--- src/rtl/rotate_ctrl.sv ---
// Sequences one piece rotation: waits out the rotation datapath, then walks the
// wall-kick list against the collision checker and commits the first legal candidate.
module rotate_ctrl #(
    parameter int XW      = 5,
    parameter int ROT_LAT = 1,
    parameter int NKICK   = 3
) (
    input  logic          clk,
    input  logic          rst,
    input  logic          req_valid,
    output logic          req_ready,
    input  logic          req_dir,
    input  logic [15:0]   req_float,
    input  logic [XW-1:0] req_x,
    output logic [15:0]   rot_float,
    output logic          rot_dir,
    input  logic [15:0]   rot_result,
    output logic          chk_valid,
    output logic [15:0]   chk_float,
    output logic [XW-1:0] chk_x,
    input  logic          chk_ack,
    input  logic          chk_collide,
    input  logic          abort,
    output logic          done_valid,
    output logic          done_ok,
    output logic [15:0]   new_float,
    output logic [XW-1:0] new_x
);

    typedef enum logic [2:0] {
        IDLE     = 3'd0,
        ROT_WAIT = 3'd1,
        CHK_REQ  = 3'd2,
        CHK_WAIT = 3'd3,
        DONE     = 3'd4
    } state_t;

    state_t        state;
    logic [15:0]   base_float;
    logic [XW-1:0] base_x;
    logic [15:0]   cand;
    logic [2:0]    kick;
    logic [1:0]    lat_cnt;

    // Kick column offsets in try order: 0, +1, -1, +2, -2 (two's complement, XW wide).
    function automatic logic [XW-1:0] kick_off(input logic [2:0] k);
        logic [XW-1:0] off;
        case (k)
            3'd0:    off = '0;
            3'd1:    off = XW'(1);
            3'd2:    off = '1;
            3'd3:    off = XW'(2);
            default: off = {{(XW-1){1'b1}}, 1'b0};
        endcase
        return off;
    endfunction

    // Handshakes: a request transfers on any edge where req_valid and req_ready are both
    // high; chk_valid is a one-cycle strobe and chk_float/chk_x stay put until chk_ack.
    assign req_ready = (state == IDLE);

    always_ff @(posedge clk) begin
        if (rst) begin
            state      <= IDLE;
            base_float <= '0;
            base_x     <= '0;
            cand       <= '0;
            kick       <= '0;
            lat_cnt    <= '0;
            rot_float  <= '0;
            rot_dir    <= 1'b0;
            chk_valid  <= 1'b0;
            chk_float  <= '0;
            chk_x      <= '0;
            done_valid <= 1'b0;
            done_ok    <= 1'b0;
            new_float  <= '0;
            new_x      <= '0;
        end else begin
            chk_valid  <= 1'b0;
            done_valid <= 1'b0;
            case (state)
                IDLE: begin
                    if (req_valid) begin
                        base_float <= req_float;
                        base_x     <= req_x;
                        rot_float  <= req_float;
                        rot_dir    <= req_dir;
                        lat_cnt    <= '0;
                        state      <= ROT_WAIT;
                    end
                end
                ROT_WAIT: begin
                    if (abort) begin
                        state <= IDLE;
                    end else if (lat_cnt == 2'(ROT_LAT - 1)) begin
                        cand      <= rot_result;
                        kick      <= '0;
                        chk_valid <= 1'b1;
                        chk_float <= rot_result;
                        chk_x     <= base_x + kick_off(3'd0);
                        state     <= CHK_REQ;
                    end else begin
                        lat_cnt <= lat_cnt + 2'd1;
                    end
                end
                CHK_REQ: begin
                    state <= abort ? IDLE : CHK_WAIT;
                end
                CHK_WAIT: begin
                    if (abort) begin
                        state <= IDLE;
                    end else if (chk_ack) begin
                        if (!chk_collide) begin
                            new_float  <= cand;
                            new_x      <= chk_x;
                            done_ok    <= 1'b1;
                            done_valid <= 1'b1;
                            state      <= DONE;
                        end else if (kick == 3'(NKICK - 1)) begin
                            // Every kick collided: report the unrotated piece unchanged.
                            new_float  <= base_float;
                            new_x      <= base_x;
                            done_ok    <= 1'b0;
                            done_valid <= 1'b1;
                            state      <= DONE;
                        end else begin
                            kick      <= kick + 3'd1;
                            chk_valid <= 1'b1;
                            chk_float <= cand;
                            chk_x     <= base_x + kick_off(kick + 3'd1);
                            state     <= CHK_REQ;
                        end
                    end
                end
                DONE: begin
                    state <= IDLE;
                end
                default: begin
                    state <= IDLE;
                end
            endcase
        end
    end

endmodule

--- config.mk ---
export PLATFORM = sky130hd
export DESIGN_NAME = rotate_ctrl
export DESIGN_NICKNAME = d
export VERILOG_FILES = /design/src/rtl/rotate_ctrl.sv
export SDC_FILE = /design/constraint.sdc
export NUM_CORES = 1
export LEC_CHECK = 0
export ABC_AREA = 1
export BUFFER_PORTS_ARGS = -buffer_cell sky130_fd_sc_hd__clkbuf_2
export CAP_MARGIN = 10
export CORE_ASPECT_RATIO = 0.7
export CORE_MARGIN = 2
export CORE_UTILIZATION = 56
export DETAILED_ROUTE_END_ITERATION = 8
export PLACE_DENSITY_LB_ADDON = 0.15
export SLEW_MARGIN = 20
export SYNTH_ARGS = -nofsm -noshare
export SYNTH_HDL_FRONTEND = slang
export SYNTH_SLANG_ARGS = --single-unit
--- constraint.sdc ---
create_clock -name clk -period 6.95 [get_ports clk]
set_clock_uncertainty 0.1 [all_clocks]
set_input_delay 1.0425 -clock clk [delete_from_list [all_inputs] [get_ports clk]]
set_output_delay 1.0425 -clock clk [all_outputs]
set_load 0.02 [all_outputs]
### Word level (Yosys, flattened, before mapping)

Index checks and enable logic that the tools add are counted.

| word-level totals | value |
|---|---|
| bits in registers | 91 |
| input port bits | 44 |
| output and inout port bits | 63 |
| logic and storage cells | 106 |

| operators by class | value |
|---|---|
| add/sub/neg operators | 3 |
| equality and inequality tests | 18 |
| muxes and demuxes | 56 |
| bitwise gates (word level) | 3 |
| reductions and logical operators | 12 |

Operators by type and width:

| cell | count |
|---|---|
| 16-bit two-way mux | 8 |
| 5-bit two-way mux | 14 |
| 3-bit two-way mux | 13 |
| 16-bit case mux with 2 select lines | 1 |
| 5-bit case mux with 4 select lines | 1 |
| 2-bit != test, second input constant | 8 |
| 3-bit by 2-bit equality test with 1-bit output, second input constant | 5 |
| 3-bit case mux with 4 select lines | 1 |
| 1-bit two-way mux | 10 |
| 5-bit case mux with 2 select lines | 1 |
| 2-bit two-way mux | 4 |
| 4-bit AND reduction | 2 |
| 7-bit AND reduction | 1 |
| 3-bit by 1-bit equality test with 1-bit output, second input constant | 2 |
| 3-bit logical NOT | 2 |
| 3-bit != test, second input constant | 2 |
| 3-bit case mux with 2 select lines | 1 |
| 3-bit AND reduction | 2 |
| 5-bit adder | 1 |
| 2-bit case mux with 2 select lines | 1 |
| 2-bit nonzero test | 2 |
| 4-bit OR reduction | 1 |
| 3-bit by 1-bit adder with 3-bit output, second input constant | 1 |
| 1-bit NOT | 3 |
| 5 further kinds | 5 |

### Logic depth before layout (Yosys ltp)

| logic depth | value |
|---|---|
| word-level depth | 15 |
| gate-level depth with buffers | 19 |
| depth with buffers taken out | 19 |

### Worst setup path before layout

Ideal clock, no wire load.

| path | value |
|---|---|
| path kind | register to register |
| start point | register kick[1] |
| end point | register chk_x[4] |
| setup time | 109 ps |
| arrival | 1,960 ps |
| data required time | 6,741 ps |
| path slack | 4,781 ps |
| cell stages (with the launch flop) | 20 |
| path buffers | 0 |
| period minus slack after synthesis | 2,169 ps |
| cells stage by stage | dfxtp_1 -> inv_1 -> ha_1 -> nor2_1 -> nand2_1 -> nand2_1 -> nor2_1 -> ha_1 -> inv_1 -> fa_1 -> inv_1 -> nand3_1 -> nand2_1 -> inv_1 -> nand2_1 -> nand3_1 -> nand2_1 -> nand3_1 -> nand2_1 -> inv_1 |

| between the ends | value |
|---|---|
| cells in the longest elaborated chain, start to end | 15 |
| elaborated cells between the ends (all ways) | 21 |
| those cells by class | add/sub: 2; eq/ne: 5; mux: 12; reduce/logical: 2 |

Ends and longest elaborated chain:

| element | line | RTL |
|---|---|---|
| start: declaration | 42 | `logic [2:0] kick;` |
| start signal: assignment | 128 | `kick <= kick + 3'd1;` |
| 3-bit by 1-bit adder with 3-bit output | 131 | `chk_x <= base_x + kick_off(kick + 3'd1);` |
| 3-bit by 2-bit equality test with 1-bit output, or another cell as far along | 48 | `case (k)` |
| 5-bit case mux with 4 select lines | 48 |  |
| 5-bit two-way mux | 120 | `end else if (kick == 3'(NKICK - 1)) begin` |
| 5-bit two-way mux | 114 | `if (!chk_collide) begin` |
| 5-bit two-way mux | 113 | `end else if (chk_ack) begin` |
| 5-bit two-way mux | 111 | `if (abort) begin` |
| 5-bit two-way mux | 82 | `case (state)` |
| 5-bit two-way mux | 63 | `if (rst) begin` |
| 5-bit adder | 131 |  |
| 5-bit two-way mux | 120 |  |
| 5-bit two-way mux | 114 |  |
| 5-bit two-way mux | 113 |  |
| 5-bit two-way mux | 111 |  |
| 5-bit case mux with 2 select lines | 82 |  |
| end signal: assignment | 101 | `chk_x <= base_x + kick_off(3'd0);` |
| end signal: assignment | 131 |  |
| end: declaration | 20 | `output logic [XW-1:0] chk_x,` |

Several ways; a longest one is shown, not always the timed one. The select of a mux whose other input is x is not followed.
A chain may end at the register's enable or synchronous reset.

### Worst setup path in the final report

| path | value |
|---|---|
| start point | input port chk_collide |
| end point | register kick[0] |

| between the ends | value |
|---|---|
| cells in the longest elaborated chain, start to end | 2 |

Ends and longest elaborated chain:

| element | line | RTL |
|---|---|---|
| start: declaration | 22 | `input logic chk_collide,` |
| 2-bit != test (no line) | n/a |  |
| 7-bit AND reduction (no line) | n/a |  |

Every way passes these cells.

==> impl_results.md <==
* CTS tree: yes
* I/O pin count at roughly 110
* Vias in the first global route at 3373
* Detailed-route wire length per cell at 14.1 microns
* Violation count after the first detailed-route iteration at between 200 and 250
* Met3 WL at around 670 microns
* Initial Util at 0.588
* Post-synth top area share at 0.452
* Area leader, netlist: dfxtp_1
* Pin count of the biggest net entering global routing at 51
* Cell row count at 25
* Congestion Overflow GR at 0
* Worst hold-check slack at 369 ps
* Pleak at 2.12 nW
* Hold violation total from the final report at 0
* Final setup violating endpoints at 0
* # nets final at 677
* Root Driver: clkbuf_8
* TritonRoute pass-1 iters at 5
* Gr usage total at 0.262
* Number of diodes at 0
* Worst slew pin tran at 659 ps
* Post-synthesis cell count at 538
* Post-CTS Resized at 0
* Final design area excluding fillers at 4750 sq um
* DRT met1 WL at 4680 microns
* Worst VDD drop at 0.000153 V
* CP Capture Type: flip-flop
* DR top layer: met4
* Netlist Area Pre-Place at between 4000 and 5000 sq um
* # H-tree levels at 3
* Die Wd at 105 microns
* RSZ-0062 raised after global routing: no
* Worst Hold Class: reg -> reg
* Kind of critical path: in -> reg
* PwrDens at between 200 and 300 nW/um^2
* Final HPWL DP at 7250 microns
* Setup TNS Final at 0 ps
* Routed WL at 10200 microns
* FF+latch count, synth at between 90 and 100
* Post-DRT Antenna Nets at 0
* Cells on worst reg2reg path at 19
* Critical path arrival at about 3100 ps
* Area delta synth->final at 17.8%
* Met2 wire len at 4660 microns
* Setup repair bufs after CTS at 0
* Reg clk slew, reported paths at 80 ps
* Seq/Total Area, Yosys at 0.452
* Core Area at 6850 sq um
* Status: finished, final reports clean
* Rel. slew slack at 0.560
* Core Util, Final at 0.693
* Fmax achieved at 341 MHz
* Hold Path Depth at 2
* Initial antenna violation count at 0
* Max-slew violation count at 0
* DRC at 0
* GPL Wtd Cong at around 1
* CTS Buf Count at 9
* Synth Net Count at 593
* CP startpoint kind: input port
* Ys Warns at 0
* Hold buffer count at cts at 0
* Top cells by area, synth: dfxtp_1, nand2_1, o21ai_0
* Max Cap Viol at 0
* Share of cells above drive strength 1 at 0.247
* Routed vias at 3898
* Buffers on Ports at 106
* Clk sinks at 91
* Max Root-Sink Buffers at 2
* Synthesized area per cell at about 7.5 sq um
* Die height at between 70 and 80 microns
* First-pass GRT wire length at 16200 microns
* Die area at 7900 sq um
* Vias per cell at 5.41
* CP max FO at 26
* Placed Area at roughly 4500 sq um
* Critical Path RT at 7110 ps
* Crit path time final at between 2000 and 3000 ps
* Fin crit share at 0.422
* Synth unique cells at 23
* Clock Latency Late Sink at 360 ps
## routing by layer
metal  GRT usage  up-vias
li1            -     1951
met1       0.361     1780
met2       0.414      153
met3      0.0667       14
met4      0.0756        0
met5           0        -
## kinds of logic (layout without fill, tap and decap cells)
logic type	after synthesis	count (layout)	synth area share
flops	91	91	0.452
simple gates	199	199	0.222
fa+ha+maj	11	11	0.0360
compound gates	156	156	0.201
buf+inv	81	170	0.0888
## worst max-delay path, cell delays in order
cell      delay, ps
clkbuf_2        390
inv_2           290
a21oi_1         300
nand4_1         180
nand2_4         280
inv_2           320
a21oi_1         200
nor2_1           60
## cells in the mapped netlist
cell      instances
nand2_1         103
dfxtp_1          91
o21ai_0          56
a21oi_1          50
inv_1            42
nor2_1           33
nand3_1          30
o21ai_1          28
a31oi_1          21
clkbuf_1         21
nor2_2           21
ha_1             10
buf_2             7
buf_6             6
inv_2             5
nand4_1           4
nand3_2           3
or2_2             2
fa_1              1
nand2_2           1
nand2_4           1
nand3_4           1
o211ai_1          1
## stage by stage
| step | instances | setup slack (ps) | total power, mW |
|---|---|---|---|
| final | 721 | 4020 | 1.19 |
| after global routing | 721 | 3810 | 1.24 |
| after CTS | 721 | 4080 | 1.19 |
| after detailed placement | 705 | 3700 | 0.767 |
| after global placement | 705 | 3790 | 0.761 |
| after floorplan | 538 | 4780 | 0.711 |
## worst paths after layout
kind | to | startpoint | slack (ps)
max | kick[0] | chk_collide | 4020
min reg2reg | lat_cnt[1] | lat_cnt[1] | 370
min | lat_cnt[1] | lat_cnt[1] | 370
max reg2reg | chk_x[4] | kick[1] | 4380
## final cells by class
class	instances	area, sq um
fill	622	2100
clock inverter	4	97.6
timing repair buffer	107	538
clock buffer	12	145
sequential	91	1820
multi-input combinational	366	1850
inverter	47	176
tap	94	118
## flip-flops by register name (all words and copies together) (netlist names)
signal	cells
new_float	16
base_x	5
done_valid	1
new_x	5
chk_float	16
lat_cnt	2
chk_valid	1
cand	16
rot_dir	1
done_ok	1
kick	3
base_float	16
state	3
chk_x	5
## layout by cell type (no fill, tap or decap), drive strengths merged
cell type  instances
ha                10
nand2            105
nand4              4
inv               47
nor2              54
bufinv             3
a21oi             50
nand3             34
o21ai             84
a31oi             21
clkinvlp           1
dfxtp             91
o211ai             1
or2                2
clkbuf           118
buf                1
fa                 1
## power breakdown
group	internal (mW)	switching [mW]	leakage, nW	total [mW]
logic	0.0600	0.123	1.27	0.183
registers	0.552	0.0223	0.741	0.574
clock network	0.249	0.183	0.117	0.432
No activity file was read; power rests on OpenSTA's default activity.
